File: src/rtl/cipher_stream_loader_if.sv
// ----------------------------------------------------------------------------
// cipher_stream_loader_if
//
// Purpose:
//   Bundles the byte-stream receive link and the core-facing load outputs of
//   cipher_stream_loader into one interface.
//
// Signals:
//   rx_data          8            incoming byte
//   rx_valid         1            rx_data valid
//   rx_ready         1            loader accepts a byte this cycle
//   key_out          KEY_W        assembled key for the core
//   key_valid        1            one-cycle key strobe
//   plaintext_out    INPUT_WIDTH  assembled plaintext for the core
//   plaintext_valid  1            one-cycle plaintext strobe
//   key_loaded       1            sticky flag: a key has been issued since reset
//   frame_err        1            one-cycle error strobe
//
// Modports:
//   slave  - the loader (consumes rx bytes, produces the core outputs)
//   master - the byte source / core side (drives rx bytes, observes outputs)
// ----------------------------------------------------------------------------
interface cipher_stream_loader_if #(
    parameter int INPUT_WIDTH = 8
);
    localparam int KEY_W = INPUT_WIDTH * 4 + 2;

    logic [7:0]             rx_data;
    logic                   rx_valid;
    logic                   rx_ready;
    logic [KEY_W-1:0]       key_out;
    logic                   key_valid;
    logic [INPUT_WIDTH-1:0] plaintext_out;
    logic                   plaintext_valid;
    logic                   key_loaded;
    logic                   frame_err;

    modport slave (
        input  rx_data,
        input  rx_valid,
        output rx_ready,
        output key_out,
        output key_valid,
        output plaintext_out,
        output plaintext_valid,
        output key_loaded,
        output frame_err
    );

    modport master (
        output rx_data,
        output rx_valid,
        input  rx_ready,
        input  key_out,
        input  key_valid,
        input  plaintext_out,
        input  plaintext_valid,
        input  key_loaded,
        input  frame_err
    );
endinterface

File: src/rtl/cipher_stream_loader.sv
// ----------------------------------------------------------------------------
// cipher_stream_loader
//
// Purpose:
//   Byte-stream front end for hybrid_chaotic_encryption. Decodes framed
//   commands arriving over a valid/ready byte link and assembles key and
//   plaintext words for the core, issuing single-cycle load strobes.
//   Frame format: header byte, then payload MSB-first.
//     0xA5 : key frame, KEY_BYTES payload bytes
//     0x5A : plaintext frame, PT_BYTES payload bytes (needs a loaded key)
//   Any other header, a plaintext frame without a key, or a stalled frame
//   produces a one-cycle frame_err strobe.
//
// Parameters:
//   INPUT_WIDTH     plaintext width (8/16/24/32); key width is INPUT_WIDTH*4+2
//   TIMEOUT_CYCLES  idle cycles tolerated mid-frame before abort; 0 disables
//
// Ports:
//   clk      in   system clock, rising edge
//   rst_n    in   asynchronous active-low reset
//   bus_if   slave modport of cipher_stream_loader_if (rx link + core outputs)
// ----------------------------------------------------------------------------
module cipher_stream_loader #(
    parameter int INPUT_WIDTH    = 8,
    parameter int TIMEOUT_CYCLES = 1024
) (
    input  logic                  clk,
    input  logic                  rst_n,
    cipher_stream_loader_if.slave bus_if
);

    localparam int KEY_W     = INPUT_WIDTH * 4 + 2;
    localparam int KEY_BYTES = (KEY_W + 7) / 8;
    localparam int PT_BYTES  = (INPUT_WIDTH + 7) / 8;
    localparam int BW        = $clog2(KEY_BYTES + 1);
    localparam int CW        = (TIMEOUT_CYCLES > 1) ? $clog2(TIMEOUT_CYCLES) : 1;

    localparam logic [7:0]    HDR_KEY    = 8'hA5;
    localparam logic [7:0]    HDR_PT     = 8'h5A;
    localparam logic [BW-1:0] KEY_LAST   = BW'(KEY_BYTES - 1);
    localparam logic [BW-1:0] PT_LAST    = BW'(PT_BYTES - 1);
    localparam logic [CW-1:0] IDLE_LIMIT = CW'((TIMEOUT_CYCLES > 0) ? TIMEOUT_CYCLES - 1 : 0);

    typedef enum logic [1:0] {
        IDLE     = 2'd0,
        KEY_LOAD = 2'd1,
        PT_LOAD  = 2'd2,
        EMIT     = 2'd3
    } state_e;

    state_e state_q, state_d;

    // The shift register keeps only the low KEY_W-8 bits of the previous
    // payload bytes: together with the byte being accepted this forms exactly
    // KEY_W bits, so surplus MSBs of the first key byte fall off naturally.
    logic [KEY_W-9:0]       shreg_q, shreg_d;
    logic [KEY_W-1:0]       assembled;
    logic [BW-1:0]          byte_cnt_q, byte_cnt_d;
    logic [CW-1:0]          idle_cnt_q, idle_cnt_d;
    logic                   discard_q, discard_d;
    logic                   emit_key_q, emit_key_d;
    logic [KEY_W-1:0]       key_q, key_d;
    logic [INPUT_WIDTH-1:0] pt_q, pt_d;
    logic                   key_loaded_q, key_loaded_d;
    logic                   frame_err_q, frame_err_d;

    logic rx_ready;
    logic xfer;
    logic in_load;
    logic last_byte;
    logic timeout_hit;

    // Handshake and frame-progress qualifiers. rx_ready is held low while
    // reset is asserted so every output reads 0 during reset.
    always_comb begin
        rx_ready    = rst_n && (state_q != EMIT);
        xfer        = bus_if.rx_valid && rx_ready;
        in_load     = (state_q == KEY_LOAD) || (state_q == PT_LOAD);
        last_byte   = ((state_q == KEY_LOAD) && (byte_cnt_q == KEY_LAST)) ||
                      ((state_q == PT_LOAD)  && (byte_cnt_q == PT_LAST));
        // A byte arriving in the final allowed cycle wins over the abort.
        timeout_hit = (TIMEOUT_CYCLES != 0) && in_load && !xfer &&
                      (idle_cnt_q == IDLE_LIMIT);
        assembled   = {shreg_q, bus_if.rx_data};
    end

    // State register.
    always_ff @(posedge clk or negedge rst_n) begin
        if (!rst_n) begin
            state_q <= IDLE;
        end else begin
            state_q <= state_d;
        end
    end

    // Next-state logic. A discarded (key-less) plaintext frame returns
    // straight to IDLE because it has nothing to emit.
    always_comb begin
        state_d = state_q;
        case (state_q)
            IDLE: begin
                if (xfer) begin
                    if (bus_if.rx_data == HDR_KEY) begin
                        state_d = KEY_LOAD;
                    end else if (bus_if.rx_data == HDR_PT) begin
                        state_d = PT_LOAD;
                    end
                end
            end
            KEY_LOAD, PT_LOAD: begin
                if (timeout_hit) begin
                    state_d = IDLE;
                end else if (xfer && last_byte) begin
                    state_d = ((state_q == PT_LOAD) && discard_q) ? IDLE : EMIT;
                end
            end
            EMIT: begin
                state_d = IDLE;
            end
            default: begin
                state_d = IDLE;
            end
        endcase
    end

    // Datapath registers.
    always_ff @(posedge clk or negedge rst_n) begin
        if (!rst_n) begin
            shreg_q      <= '0;
            byte_cnt_q   <= '0;
            idle_cnt_q   <= '0;
            discard_q    <= 1'b0;
            emit_key_q   <= 1'b0;
            key_q        <= '0;
            pt_q         <= '0;
            key_loaded_q <= 1'b0;
            frame_err_q  <= 1'b0;
        end else begin
            shreg_q      <= shreg_d;
            byte_cnt_q   <= byte_cnt_d;
            idle_cnt_q   <= idle_cnt_d;
            discard_q    <= discard_d;
            emit_key_q   <= emit_key_d;
            key_q        <= key_d;
            pt_q         <= pt_d;
            key_loaded_q <= key_loaded_d;
            frame_err_q  <= frame_err_d;
        end
    end

    // Output logic: datapath next values, strobes and interface outputs.
    // The assembled word is captured on the edge accepting the last payload
    // byte, so key_out/plaintext_out already carry the new value during the
    // EMIT cycle in which the core sees the strobe. idle_cnt defaults to 0,
    // which clears it outside LOAD states, on LOAD entry and on every byte.
    always_comb begin
        shreg_d      = shreg_q;
        byte_cnt_d   = byte_cnt_q;
        idle_cnt_d   = '0;
        discard_d    = discard_q;
        emit_key_d   = emit_key_q;
        key_d        = key_q;
        pt_d         = pt_q;
        key_loaded_d = key_loaded_q;
        frame_err_d  = 1'b0;

        case (state_q)
            IDLE: begin
                if (xfer) begin
                    shreg_d    = '0;
                    byte_cnt_d = '0;
                    if (bus_if.rx_data == HDR_KEY) begin
                        emit_key_d = 1'b1;
                        discard_d  = 1'b0;
                    end else if (bus_if.rx_data == HDR_PT) begin
                        emit_key_d  = 1'b0;
                        discard_d   = !key_loaded_q;
                        frame_err_d = !key_loaded_q;
                    end else begin
                        frame_err_d = 1'b1;
                    end
                end
            end
            KEY_LOAD, PT_LOAD: begin
                if (timeout_hit) begin
                    shreg_d     = '0;
                    byte_cnt_d  = '0;
                    frame_err_d = 1'b1;
                end else if (xfer) begin
                    if (last_byte) begin
                        shreg_d    = '0;
                        byte_cnt_d = '0;
                        if (state_q == KEY_LOAD) begin
                            key_d        = assembled;
                            key_loaded_d = 1'b1;
                        end else if (!discard_q) begin
                            pt_d = assembled[INPUT_WIDTH-1:0];
                        end
                    end else begin
                        shreg_d    = assembled[KEY_W-9:0];
                        byte_cnt_d = byte_cnt_q + 1'b1;
                    end
                end else begin
                    idle_cnt_d = idle_cnt_q + 1'b1;
                end
            end
            default: begin
            end
        endcase

        bus_if.rx_ready        = rx_ready;
        bus_if.key_valid       = (state_q == EMIT) && emit_key_q;
        bus_if.plaintext_valid = (state_q == EMIT) && !emit_key_q;
        bus_if.key_out         = key_q;
        bus_if.plaintext_out   = pt_q;
        bus_if.key_loaded      = key_loaded_q;
        bus_if.frame_err       = frame_err_q;
    end

endmodule
File: src/flat_wrapper.sv
// flat-port wrapper written by rule: the top's interface ports become plain ports
module cipher_stream_loader_flat 
#(
    parameter int INPUT_WIDTH    = 8,
    parameter int TIMEOUT_CYCLES = 1024
)
  (clk, rst_n, bus_if_rx_data, bus_if_rx_valid, bus_if_rx_ready, bus_if_key_out, bus_if_key_valid, bus_if_plaintext_out, bus_if_plaintext_valid, bus_if_key_loaded, bus_if_frame_err);
  cipher_stream_loader_if #(.INPUT_WIDTH(INPUT_WIDTH)) bus_if_i ();
  input  logic clk;
  input  logic rst_n;
  input wire logic [$bits(bus_if_i.rx_data)-1:0] bus_if_rx_data;
  input wire logic [$bits(bus_if_i.rx_valid)-1:0] bus_if_rx_valid;
  output wire logic [$bits(bus_if_i.rx_ready)-1:0] bus_if_rx_ready;
  output wire logic [$bits(bus_if_i.key_out)-1:0] bus_if_key_out;
  output wire logic [$bits(bus_if_i.key_valid)-1:0] bus_if_key_valid;
  output wire logic [$bits(bus_if_i.plaintext_out)-1:0] bus_if_plaintext_out;
  output wire logic [$bits(bus_if_i.plaintext_valid)-1:0] bus_if_plaintext_valid;
  output wire logic [$bits(bus_if_i.key_loaded)-1:0] bus_if_key_loaded;
  output wire logic [$bits(bus_if_i.frame_err)-1:0] bus_if_frame_err;
  assign bus_if_i.rx_data = bus_if_rx_data;
  assign bus_if_i.rx_valid = bus_if_rx_valid;
  assign bus_if_rx_ready = bus_if_i.rx_ready;
  assign bus_if_key_out = bus_if_i.key_out;
  assign bus_if_key_valid = bus_if_i.key_valid;
  assign bus_if_plaintext_out = bus_if_i.plaintext_out;
  assign bus_if_plaintext_valid = bus_if_i.plaintext_valid;
  assign bus_if_key_loaded = bus_if_i.key_loaded;
  assign bus_if_frame_err = bus_if_i.frame_err;
  cipher_stream_loader #(.INPUT_WIDTH(INPUT_WIDTH), .TIMEOUT_CYCLES(TIMEOUT_CYCLES)) u_core (.clk(clk), .rst_n(rst_n), .bus_if(bus_if_i));
endmodule
File: config.mk
export PLATFORM = sky130hd
export DESIGN_NAME = cipher_stream_loader_flat
export DESIGN_NICKNAME = d
export VERILOG_FILES = /design/src/rtl/cipher_stream_loader_if.sv /design/src/rtl/cipher_stream_loader.sv /design/src/flat_wrapper.sv
export SDC_FILE = /design/constraint.sdc
export NUM_CORES = 1
export LEC_CHECK = 0
export CAP_MARGIN = 20
export CELL_PAD_IN_SITES_DETAIL_PLACEMENT = 1
export CELL_PAD_IN_SITES_GLOBAL_PLACEMENT = 1
export CORE_UTILIZATION = 40
export DETAILED_ROUTE_END_ITERATION = 10
export PLACE_DENSITY_LB_ADDON = 0.15
export SLEW_MARGIN = 20
export SYNTH_ARGS = -nofsm -noshare
export SYNTH_HDL_FRONTEND = slang
export SYNTH_SLANG_ARGS = --single-unit
File: constraint.sdc
create_clock -name clk -period 2.54 [get_ports clk]
set_input_delay 0.254 -clock clk [delete_from_list [all_inputs] [get_ports clk]]
set_output_delay 0.254 -clock clk [all_outputs]
set_load 0.03 [all_outputs]
==> run summary <==
slew margin rel. = 38.1%
area post-placement = 4380 µm²
Total GRT Usage = 18.4%
Port-buffer cells = 57
clk sink count = 87
Area growth, synth to finish = 28.0%
share of cells above drive strength 1 = 21.6%
Final Hold Vio Count = 0
CTS max path bufs = 2
Final Max Slew Viols = 0
RSZ-0062 raised after global routing = false
min Tclk post-route = 2240 ps
GR Overflow Total = 0
Num CTS Buffers = 9
Tcrit/Tclk final = 88.0%
First DRT Iteration DRCs = 81
Worst Max-Slew Pin Slew = 928 ps
GP Congestion = 0.781
io pins = 58
CTS Root Cell = clkbuf_8
DIE HEIGHT = 97.1 µm
final setup violating endpoints = 0
syn_area_per_cell = 13.6 µm²
post-cts sizing count = 0
HPWL after DPL = 5.29 mm
antenna violations before repair = 0
Avg WL per Cell = 17.6 µm
clk slew on worst S/H paths = 100 ps
vias per cell = 5.21
H-tree levels = 3
VDD IR max = 579 µV
Worst Setup Start Kind = flop
critical path class = flop to flop
FFs w/ async S/R, synth = 100%
synthesized area = 3620 µm²
Clk Latency, worst-skew pair = 360 ps
FMAX = 447 MHz
CP required = 2780 ps
total power = 4.80 mW
power per cell area = 1040 nW/µm²
Post-CTS Setup Bufs = 0
Worst Skew = 17.1 ps
CTS Hold Bufs = 1
post-synthesis cell count = 266
R2R depth = 5
CTS tree = yes
# nets final = 357
outcome = completed
Post-synth EDFFs = 0
Ant. Diodes = 0
fin area = 4630 µm²
count of cell types in the netlist = 37
Fin Setup TNS = 0 ps
post-route ant nets = 0
Residual DRC = 0
Mapped Nets = 286
LEAKAGE = 2.20 nW
largest net degree at the start of global routing = 76
critical-path maximum fanout = 8
final WL = 7.92 mm
drt pass-1 iters = 4
Core ar. = 8720 µm²
Worst Path Arrival = 2480 ps
Seq cells post-synth = 87
Die Span X = 97.1 µm
Die Area = 9430 µm²
YS warnings = 0
max cap viols = 0
number of global-route vias before repair = 2466
first-pass GRT wire length = 13.5 mm
total number of vias = 2345
Hold/Removal Path Class = input pin to asynchronous set/reset pin
Primary FF master, synth = dfrtp_1
CP endpoint kind = flop
sequential area share after synthesis = 60.1%
Initial Utilization = 41.5%
Row Count = 34
-- cells in the mapped netlist, types with 2 or more instances --
library cell,n,area [µm²]
nand2_1,13,48.8
nor2b_1,3,18.8
ha_1,9,113
or4bb_1,2,22.5
a21oi_1,3,15.0
nand4_1,3,18.8
nand4bb_1,2,22.5
o21ai_1,3,15.0
mux2_4,8,120
o21ai_0,5,25.0
clkbuf_1,4,15.0
inv_1,5,18.8
a22o_1,26,228
buf_2,6,30.0
xor2_1,4,35.0
a211oi_1,2,15.0
mux2i_1,2,20.0
or2_2,2,12.5
nor2_1,20,75.1
nand3_1,4,20.0
nand2b_1,2,12.5
dfrtp_1,87,2180
xnor2_1,4,35.0
mux2_2,29,327
mux2_1,6,67.6
-- per-stage QoR --
step	setup WS, ps	hold WS [ps]	std cells	util [%]
2_1_floorplan	432	-41.6	266	-
3_3_place_gp	267	128	433	50.3
3_5_place_dp	249	132	433	50.3
4_1_cts	286	281	450	53.1
5_1_grt	180	287	450	53.1
6_report	304	285	450	53.1
-- state kept, by name, summed over array words and instances (netlist names) --
signal and count:
u_core.bus_if.key_loaded 1, u_core.idle_cnt_q 10, u_core.byte_cnt_q 3, u_core.bus_if.key_out 34, u_core.bus_if.frame_err 1, u_core.bus_if.plaintext_out 8
u_core.emit_key_q 1, u_core.shreg_q 26, u_core.discard_q 1, u_core.state_q 2
-- critical path: stages (launching register included) --
cell	delay (ps)
dfrtp_1	410
inv_1	110
ha_1	460
nand2_1	150
or4b_4	650
mux2_4	330
-- final timing paths --
kind	from	endpoint	slack, ps
worst max-delay path	u_core.state_q[0]	u_core.bus_if.plaintext_out[3]	300
max in group asynchronous	rst_n	u_core.bus_if.key_out[3]	1080
worst min register to register	u_core.bus_if.key_out[30]	u_core.bus_if.key_out[30]	500
worst max register to register	u_core.state_q[0]	u_core.bus_if.plaintext_out[3]	300
worst min-delay path	rst_n	u_core.idle_cnt_q[0]	280
min in group clk	u_core.bus_if.key_out[30]	u_core.bus_if.key_out[30]	500
-- final cells by class --
cell class,instances,area [µm²]
clock buffers,9,124
inverters,5,18.8
repair buffers,72,696
clock inverters,7,115
multi-input cells,162,1370
flip-flops and latches,87,2180
fillers,888,4090
well taps,108,135
-- cells by family (layout without fill, tap and decap cells) --
| kind of cell | Yosys count | count (layout) | synth area share [%] |
|---|---|---|---|
| multiplexers | 45 | 45 | 14.8 |
| flip-flops | 87 | 87 | 60.1 |
| XOR/XNOR | 8 | 8 | 1.94 |
| AO/OA/AOI/OAI | 44 | 44 | 9.64 |
| adder cells (fa/ha/maj) | 9 | 9 | 3.11 |
| buffers and inverters | 17 | 93 | 2.28 |
| AND/OR/NAND/NOR | 56 | 56 | 8.12 |
-- cell usage in the layout, fill, tap and decap left out, types with 2 or more instances in the layout --
cell type         n
a211oi_1          2
a21oi_1           3
a22o_1           26
buf_4            14
bufinv_16         2
clkbuf_8          9
clkdlybuf4s50_1  56
dfrtp_1          87
ha_1              9
inv_1             5
inv_8             2
mux2_1            6
mux2_2           29
mux2_4            8
mux2i_1           2
nand2_1          13
nand2b_1          2
nand3_1           4
nand4_1           3
nand4bb_1         2
nor2_1           19
nor2b_1           3
o21ai_0           5
o21ai_1           2
or2_2             2
or4bb_1           2
xnor2_1           4
xor2_1            4
-- power by group --
part / switching, mW / total [mW] / internal (mW)
Combinational: 0.984 / 1.74 / 0.754
Sequential: 0.237 / 1.93 / 1.69
Clock: 0.551 / 1.13 / 0.579
-- metal layers --
metal  vias up  GRT usage [%]  part of all wire [%]
li1       1098              -                     -
met1      1189           26.5                    48
met2        50           26.6                    45
met3         8           5.18                   5.5
met4         0           6.54                   1.5
met5         -              0                     0
Note: power is estimated with default switching activity, not from simulation.
